[config.mk]
export PLATFORM = sky130hd
export DESIGN_NAME = data_mem_arbiter
export DESIGN_NICKNAME = d
export VERILOG_FILES = /design/src/rtl/data_mem_arbiter.sv
export SDC_FILE = /design/constraint.sdc
export NUM_CORES = 1
export LEC_CHECK = 0
export ABC_AREA = 0
export CAP_MARGIN = 0
export CORE_ASPECT_RATIO = 1.5
export CORE_UTILIZATION = 40
export CTS_CLUSTER_SIZE = 10
export DETAILED_ROUTE_END_ITERATION = 6
export PLACE_DENSITY = 0.8
export RECOVER_POWER = 100
export SLEW_MARGIN = 10
export SYNTH_ARGS = -nofsm -noshare
export SYNTH_HDL_FRONTEND = slang
export SYNTH_SLANG_ARGS = --single-unit
[constraint.sdc]
create_clock -name clk -period 3.3 [get_ports clk]
set_clock_uncertainty 0.2 [all_clocks]
set_input_delay 0.99 -clock clk [delete_from_list [all_inputs] [get_ports clk]]
set_output_delay 0.99 -clock clk [all_outputs]
set_load 0.02 [all_outputs]
[src/rtl/data_mem_arbiter.sv]
// Two-port round-robin arbiter and IDLE->CMD(->RESP) sequencer in front of the
// single-ported data memory shared by the core (C) and DMA/debug (D) masters.
module data_mem_arbiter #(
  parameter int ADDRESS_WIDTH = 9,
  parameter int DATA_WIDTH    = 32
) (
  input  logic                     clk,
  input  logic                     rst_n,
  input  logic                     C_Req,
  input  logic [ADDRESS_WIDTH-1:0] C_Addr,
  input  logic [DATA_WIDTH-1:0]    C_WData,
  input  logic                     C_MemRead,
  input  logic                     C_MemWrite,
  input  logic [2:0]               C_Funct3,
  output logic                     C_Gnt,
  output logic                     C_RValid,
  output logic [DATA_WIDTH-1:0]    C_RData,
  input  logic                     D_Req,
  input  logic [ADDRESS_WIDTH-1:0] D_Addr,
  input  logic [DATA_WIDTH-1:0]    D_WData,
  input  logic                     D_MemRead,
  input  logic                     D_MemWrite,
  input  logic [2:0]               D_Funct3,
  output logic                     D_Gnt,
  output logic                     D_RValid,
  output logic [DATA_WIDTH-1:0]    D_RData,
  output logic [ADDRESS_WIDTH-1:0] M_Address,
  output logic [DATA_WIDTH-1:0]    M_WriteData,
  output logic                     M_MemRead,
  output logic                     M_MemWrite,
  output logic [2:0]               M_Funct3,
  input  logic [DATA_WIDTH-1:0]    M_ReadData
);

  typedef enum logic [1:0] {IDLE, CMD, RESP} state_t;

  state_t                   r_state;
  logic                     r_last_d;
  logic                     r_port_d;
  logic [ADDRESS_WIDTH-1:0] r_addr;
  logic [DATA_WIDTH-1:0]    r_wdata;
  logic [2:0]               r_funct3;
  logic                     r_mrd, r_mwr;
  logic                     r_c_rv, r_d_rv;
  logic [DATA_WIDTH-1:0]    r_c_rdata, r_d_rdata;

  logic w_idle, w_c_win, w_d_win, w_win_rd, w_win_wr;

  // Grant is gated by reset so nothing is acknowledged while held in reset.
  assign w_idle   = (r_state == IDLE) && rst_n;
  assign w_c_win  = w_idle && C_Req && (!D_Req || r_last_d);
  assign w_d_win  = w_idle && D_Req && !w_c_win;
  assign w_win_rd = w_d_win ? D_MemRead : C_MemRead;
  assign w_win_wr = (w_d_win ? D_MemWrite : C_MemWrite) && !w_win_rd;

  always_ff @(posedge clk or negedge rst_n) begin
    if (!rst_n) begin
      r_state   <= IDLE;
      r_last_d  <= 1'b1;
      r_port_d  <= 1'b0;
      r_addr    <= '0;
      r_wdata   <= '0;
      r_funct3  <= '0;
      r_mrd     <= 1'b0;
      r_mwr     <= 1'b0;
      r_c_rv    <= 1'b0;
      r_d_rv    <= 1'b0;
      r_c_rdata <= '0;
      r_d_rdata <= '0;
    end else begin
      r_c_rv <= 1'b0;
      r_d_rv <= 1'b0;
      case (r_state)
        IDLE: begin
          if (w_c_win || w_d_win) begin
            r_state  <= CMD;
            r_last_d <= w_d_win;
            r_port_d <= w_d_win;
            r_addr   <= w_d_win ? D_Addr   : C_Addr;
            r_wdata  <= w_d_win ? D_WData  : C_WData;
            r_funct3 <= w_d_win ? D_Funct3 : C_Funct3;
            r_mrd    <= w_win_rd;
            r_mwr    <= w_win_wr;
          end
        end
        CMD: begin
          r_mrd <= 1'b0;
          r_mwr <= 1'b0;
          // Strobe registers double as the op record: only reads need RESP.
          if (r_mrd) begin
            r_state <= RESP;
            if (r_port_d) begin
              r_d_rdata <= M_ReadData;
              r_d_rv    <= 1'b1;
            end else begin
              r_c_rdata <= M_ReadData;
              r_c_rv    <= 1'b1;
            end
          end else begin
            r_state <= IDLE;
          end
        end
        RESP:    r_state <= IDLE;
        default: r_state <= IDLE;
      endcase
    end
  end

  assign C_Gnt       = w_c_win;
  assign D_Gnt       = w_d_win;
  assign C_RValid    = r_c_rv;
  assign D_RValid    = r_d_rv;
  assign C_RData     = r_c_rdata;
  assign D_RData     = r_d_rdata;
  assign M_Address   = r_addr;
  assign M_WriteData = r_wdata;
  assign M_Funct3    = r_funct3;
  assign M_MemRead   = r_mrd;
  assign M_MemWrite  = r_mwr;

endmodule

# Word level (Yosys, flattened, before mapping)
# Index checks and enable logic that the tools add are counted.
# op_classes
n_eq_ne,2
muxes,18
n_bitwise,1
n_reduce_logical,17
# op_table
cell,n
two-way mux 32 bit,1
two-way mux 1 bit,10
two-way mux 9 bit,1
logical AND 1 bit,6
AND reduction 3 bit,2
two-way mux 2 bit,2
case mux 1 bit (2 select lines),2
case mux 2 bit (2 select lines),1
AND reduction 2 bit,2
logical NOT 1 bit,3
two-way mux 3 bit,1
equality test 2 x 1 -> 1 bit (second input constant),1
logical NOT 2 bit,1
logical OR 1 bit,2
inequality test 2 x 1 -> 1 bit (second input constant),1
nonzero test 2 bit,1
inverter 1 bit,1
# totals
inputBits,128
word_cells,50
regBits,116

# Longest topological paths before layout
# Gate-level depths: netlist (run 1).
# depth
ltp_word,11
mapped_depth,5
depth_no_buf,3

# Worst setup path after synthesis (run 1)
# OpenSTA, ideal clock, no wires.
# synth_path
kind,input-to-output
start,in rst_n
end,out D_Gnt
t_arrival_ps,2062
path_slack_ps,48
path_buffers,2
stages,4
required_time_ps,2110
path_cell_list,or3b_1 -> buf_6 -> clkbuf_1 -> nor2_1
# synth_via
elab_chain_len,5
elab_cells_between_ends,6
# synth_rtl
element,line,source
from (decl),8,"input logic rst_n,"
logical AND 1 bit *,50,assign w_idle = (r_state == IDLE) && rst_n;
logical AND 1 bit (2 in series),51,assign w_c_win = w_idle && C_Req && (!D_Req || r_last_d);
logical NOT 1 bit,52,assign w_d_win = w_idle && D_Req && !w_c_win;
logical AND 1 bit *,52,
to (decl),24,"output logic D_Gnt,"
# Every way passes the cells marked *; elsewhere a longest branch is shown, timed or not.

# Worst setup path after layout (run 1)
# layout_path
start,in D_Req
end,out D_Gnt
# layout_via
elab_chain_len,5
elab_cells_between_ends,6
# layout_rtl
element,line,source
from (decl),18,"input logic D_Req,"
logical NOT 1 bit,51,
logical OR 1 bit,51,
logical AND 1 bit,51,
logical NOT 1 bit,52,
logical AND 1 bit *,52,
# Marks and branches as above.

==> results of run 1 <==
==> area by class of cell <==
cell class	instances	area share [%]
Inverter	46	2.186
Tap cell	150	2.376
Sequential cell	116	36.77
Clock buffer	24	6.226
Multi-Input combinational cell	172	19.52
Timing Repair Buffer	253	31.37
Clock inverter	8	1.553
==> per-stage QoR <==
stage	worst slack, ns	utilization, %	hold slack (ns)	setup TNS [ns]	std cells
floorplan	0.04836	-	0.2725	0	360
global placement	-0.3502	63.59	0.2668	-0.6661	737
detailed placement	-0.3984	63.59	0.2739	-0.7347	737
CTS	0.03857	68.83	0.2858	0	769
global route	0.04368	68.49	0.2960	0	769
finish	0.07047	68.49	0.2778	0	769
==> path summary, 6_finish.rpt <==
kind                            cells after the start  slack [ns]         endpoint        start
worst max-delay path                                4        0.07            D_Gnt        D_Req
worst min-delay path                                1        0.28      C_RData[13]  C_RData[13]
worst max register to register                      4        0.34       C_RData[6]   r_state[1]
worst min register to register                      1        0.28      C_RData[13]  C_RData[13]
max in group asynchronous                           3        0.52  M_WriteData[26]        rst_n
min in group asynchronous                           2        0.75      C_RData[15]        rst_n
==> metal layers <==
layer	wire length [um]	global-route usage [%]	up-vias
met5	0	0	-
met4	404	9.877	0
met3	927	7.632	31
met2	7349	40.74	194
met1	5131	25.15	1880
li1	-	-	1778
==> cells by family after synthesis <==
| logic type | count (synthesis) |
|---|---|
| flops | 116 |
| mux | 68 |
| compound gates | 48 |
| simple gates | 56 |
| buf+inv | 72 |
==> state kept, by name, summed over array words and instances (netlist names), 2 cells and up <==
name / cells
M_Address: 9
D_RData: 32
C_RData: 32
M_WriteData: 32
r_state: 2
M_Funct3: 3
==> power by group through the flow <==
stage | logic (W) | clock network, W | registers (W)
6_report | 0.00251 | 0.00188 | 0.00228
5_1_grt | 0.00265 | 0.00198 | 0.00235
4_1_cts | 0.00275 | 0.00192 | 0.00231
3_5_place_dp | 0.00275 | 0 | 0.00231
3_3_place_gp | 0.00268 | 0 | 0.00228
2_1_floorplan | 0.000552 | 0 | 0.00297
==> what timing repair did <==
item                                   4_1_cts  5_1_grt
setup endpoints to repair                    2        1
gates resized for setup                      8        2
endpoints found under the hold margin        0        0
==> critical path: cells and delay by family <==
family,cells,cell delay (ns)
buffers and inverters,2,0.66
and+or+nand+nor,1,0.13
AOI/OAI and AO/OA,1,0.25
==> layout by cell type, fill, tap and decap left out, types with 3 or more instances in the layout <==
master	count
mux2_2	3
buf_4	7
nand2_1	3
clkbuf_8	4
dlygate4sd3_1	112
clkinv_2	3
clkbuf_16	17
mux2i_1	4
a221o_1	44
mux2_1	61
nor3_1	44
dfrtp_1	115
bufinv_16	3
clkbuf_1	5
inv_1	46
nor2b_1	3
clkdlybuf4s50_1	126
clkbuf_2	4
==> results_dict.tcl, run 1 <==
set metrics [dict create \
    ys_seq_area_share_pct 61.03 \
    max_slew_margin_pct -30.33 \
    grt_remaining_overflow 0 \
    synth_common_cells "dfrtp_1, mux2_1, inv_1" \
    worstPathArrival_ns 2.04 \
    drtIter0Drc 116 \
    synth_top_area_share_pct 60.48 \
    avgSynthCellArea_um2 13.22 \
    start_util_pct 41.27 \
    switching_share_pct 33.01 \
    wirelength_um 13810 \
    start_kind "primary input" \
    drt.antenna.violating_nets 0 \
    fmax_mhz 309.6 \
    die_y_um 135.6 \
    p_leak_nw 3.587 \
    crit_slowest_cell "clkdlybuf4s50_1" \
    regArea_um2 2904 \
    yosys-mux-area-fraction_pct 15.99 \
    violations "capacitance limit, slew limit" \
    cts_hold_buf 0 \
    hold_viol 0 \
    synth_simple_gate_area_share_pct 6.363 \
    ys_async_sr_fraction_pct 100.0 \
    synth_cells 360 \
    antenna_found_initial 0 \
    placed_area_um2 7332 \
    path_max_fanout 3 \
    netlist_area_um2 4758 \
    fill_cells 867 \
    coreArea_um2 11530 \
    grtUsageTotal_pct 23.02 \
    synth_top_family_by_area "multiplexers" \
    tritoncts "yes" \
    die_area_um2 12350 \
    root_buffer "clkbuf_16" \
    synth_cell_types 21 \
    diodes 0 \
    synth_edf_count 0 \
    drv_cap 2 \
    synth_seq_cells 116 \
    post-route-min-period_ns 3.230 \
    worstMarginPinSlew_ns 1.955 \
    p_total_w 0.006673 \
    ys.warnings.count 0 \
    globalplace.congestion 0.7475 \
    via_count 3883 \
    multi_input_area_um2 1541 \
    final_area_um2 7898 \
    crit_required_ns 2.11 \
    layout-drive-gt1-share_pct 8.078 \
    rsz0062_at_grt "false" \
    synth.most_common_cell "dfrtp_1" \
    p_switching_w 0.002203 \
    syn2layout_area_growth_pct 65.97 \
    synth_compound_area_share_pct 9.940 \
    slew_violations 68 \
    cts_setup_buffers 0 \
    ir_drop_uv 377.2 \
    outcome "finished with violations" \
    netlist_top_cells_area "dfrtp_1, mux2_1, a221o_1" \
    dr.pass1.iters 4 \
    clkTransAtPathRegs_ns 0.05 \
    grt_pass1_wl_um 21690 \
    post-route-drc-count 0 \
    yosysTopAreaCell "dfrtp_1" \
    p_seq_share_pct 34.2 \
    worstPathCellList "clkdlybuf4s50_1 -> a21bo_2 -> nor2_2 -> buf_4" \
    routed_via_density 5.049 \
    dieWidth_um 91.06 \
    pwr-share-comb_pct 37.6 \
    criticalPathCategory "primary input to output pin" \
    p_clk_share_pct 28.2 \
    cts_max_path_buffers 2 \
    fin_nets 734 \
    setup_violations 0 \
    power_density_nw_per_um2 845.0 \
    syn_nets 488 \
    cts_num_sinks 116 \
    io_pins 242 \
    synth_xor_area_share_pct 0 \
    grt_max_degree 68 \
    clk_latency_ns 0.40 \
    cpPeakStageDelay_ns 0.50 \
    dp_hpwl_um 9816 \
    synth_fa_ha_area_share_pct 0 \
    htree_levels 4 \
    fin_crit_sh_pct 97.86 \
    end_kind "output pin" \
    portBuffers 241 \
    num_rows 48 \
    grt_pass1_vias 4240 \
    cts_buffers 17 \
    yosys_most_used_dff "dfrtp_1" \
    wl_per_cell_um 17.96 \
    intPower_w 0.004470 \
    hold_class "flip-flop to flip-flop" \
]
Power figures use the tool's default switching activity.
==> run 2: changes to the inputs <==
- CTS_CLUSTER_DIAMETER: not set -> 120
==> results of run 2 <==
No change in the layout: final DEF, timing and power equal those of run 1.
==> run 3: changes to the inputs <==
- GPL_TIMING_DRIVEN: not set -> 0
- RECOVER_POWER: 100 -> 50
==> run 3 against run 2 <==
Net effect: the run still ends with capacitance limit, slew limit left; die area unchanged; sequential power about the same; total power up 1.9%; highest routed layer unchanged.
==> results_dict.tcl, run 3 (synthesis gave the netlist of run 1 again) <==
set metrics [dict create \
    antenna_found_initial 0 \
    clk_latency_ns 0.40 \
    die_y_um 135.6 \
    dp_hpwl_um 10270 \
    routed_via_density 5.089 \
    globalplace.congestion 0.7950 \
    finalSetupTns_ns 0 \
    wl_per_cell_um 17.97 \
    grt_max_degree 56 \
    power_density_nw_per_um2 850.4 \
    die_area_um2 12350 \
    p_leak_nw 3.524 \
    slew_violations 32 \
    setup_violations 0 \
    violations "capacitance limit, slew limit" \
    ir_drop_uv 387.9 \
    io_pins 242 \
    p_seq_share_pct 33.8 \
    end_kind "output pin" \
    grt_pass1_wl_um 22410 \
    diodes 0 \
    start_kind "primary input" \
    tritoncts "yes" \
    drt.antenna.violating_nets 0 \
    cts_hold_buf 0 \
    max_slew_margin_pct -9.232 \
    layout_commonest_cell "clkdlybuf4s50_1" \
    p_clk_share_pct 25.8 \
    cts_buffers 17 \
    fin_nets 754 \
    post-route-min-period_ns 3.230 \
    hold_class "primary input to async pin" \
    regArea_um2 2904 \
    switching_share_pct 32.89 \
    drtIter0Drc 104 \
    via_count 4005 \
    p_switching_w 0.002236 \
    num_rows 48 \
    fmax_mhz 309.6 \
    multi_input_area_um2 1555 \
    hold_viol 0 \
    syn2layout_area_growth_pct 68.03 \
    grt_pass1_vias 4310 \
    worstPathArrival_ns 2.04 \
    path_max_fanout 16 \
    drv_cap 1 \
    start_util_pct 41.27 \
    fill_cells 845 \
    dieWidth_um 91.06 \
    final_util_pct 69.34 \
    root_buffer "clkbuf_16" \
    final_cell_mix "clkdlybuf4s50_1, dfrtp_1, mux2_1" \
    fin_crit_sh_pct 97.88 \
    criticalPathCategory "primary input to output pin" \
    intPower_w 0.004563 \
    rsz0062_at_grt "false" \
    cts_num_sinks 116 \
    post-route-drc-count 0 \
    htree_levels 4 \
    grt_remaining_overflow 0 \
    wirelength_um 14140 \
    pwr-share-comb_pct 40.3 \
    portBuffers 241 \
    grtUsageTotal_pct 23.73 \
    layout-drive-gt1-share_pct 8.477 \
    dr.pass1.iters 4 \
    crit_required_ns 2.11 \
    clkTransAtPathRegs_ns 0.06 \
    worstMarginPinSlew_ns 1.638 \
    coreArea_um2 11530 \
    outcome "finished with violations" \
    cts_max_path_buffers 2 \
]
run 3: cell types whose count changed in the layout (fill, tap and decap cells not counted), moves of 2 or more:
cell and delta:
clkbuf_1 +15, buf_6 +4, buf_2 +2, dlygate4sd3_1 -109, clkbuf_2 -3, clkinv_2 +2, clkdlybuf4s50_1 +108, clkinvlp_4 +2
clkbuf_4 -2
run 3: repair_timing:
item	CTS	global route
resized for setup	19	3
endpoints found under the setup margin	2	2
pin swaps	1	1
setup buffers	5	0
gates cloned	2	0
run 3: routing by layer:
metal	part of all wire (%)	GRT usage, %	vias up
met1	37	26.55	1956
met2	54	41.92	205
li1	-	-	1815
met5	0	0	-
met3	6.7	7.520	29
met4	2.4	9.347	0
run 3: final timing paths:
path | slack, ns | end | depth (start not counted) | startpoint
setup / recovery | 0.07 | C_Gnt | 5 | rst_n
hold / removal | 0.19 | M_WriteData[29] | 1 | rst_n
setup reg to reg | 0.96 | M_Address[8] | 5 | r_last_d
hold reg to reg | 0.28 | C_RData[3] | 1 | C_RData[3]
max in group asynchronous | 1.14 | C_RData[24] | 1 | rst_n
min in group clk | 0.28 | C_RData[3] | 1 | C_RData[3]
run 3: critical path: stages:
cell and delay [ns]:
buf_16 0.13, or3b_4 0.43, nor3b_4 0.21, buf_6 0.13
buf_4 0.13
run 3: cell type report:
| class | instances | share of cell area, % |
|---|---|---|
| plain buffers | 24 | 1.659 |
| repair buffers | 249 | 30.99 |
| clock inverters | 10 | 1.361 |
| flip-flops and latches | 116 | 36.32 |
| multi-input cells | 172 | 19.45 |
| well taps | 150 | 2.347 |
| inverters | 46 | 2.160 |
| clock buffers | 20 | 5.712 |
run 3: power groups by stage:
stage               clock network, W  registers, W  logic [W]
floorplan                          0       0.00297   0.000552
global placement                   0       0.00228    0.00269
detailed placement                 0       0.00230    0.00275
CTS                          0.00178       0.00230    0.00278
global route                 0.00185       0.00237    0.00288
finish                       0.00176       0.00230    0.00274
run 3: per-stage QoR:
stage | power (W) | hold slack, ns | cell area [um2] | std cells | worst slack (ns)
2_1_floorplan | 0.003522 | 0.2725 | 4758 | 360 | 0.04836
3_3_place_gp | 0.004967 | 0.2661 | 7358 | 751 | -5.055
3_5_place_dp | 0.005056 | 0.2737 | 7387 | 752 | -1.291
4_1_cts | 0.006865 | 0.1781 | 8071 | 787 | 0.004434
5_1_grt | 0.007105 | 0.1731 | 7995 | 787 | 0.02214
6_report | 0.006799 | 0.1864 | 7995 | 787 | 0.07010
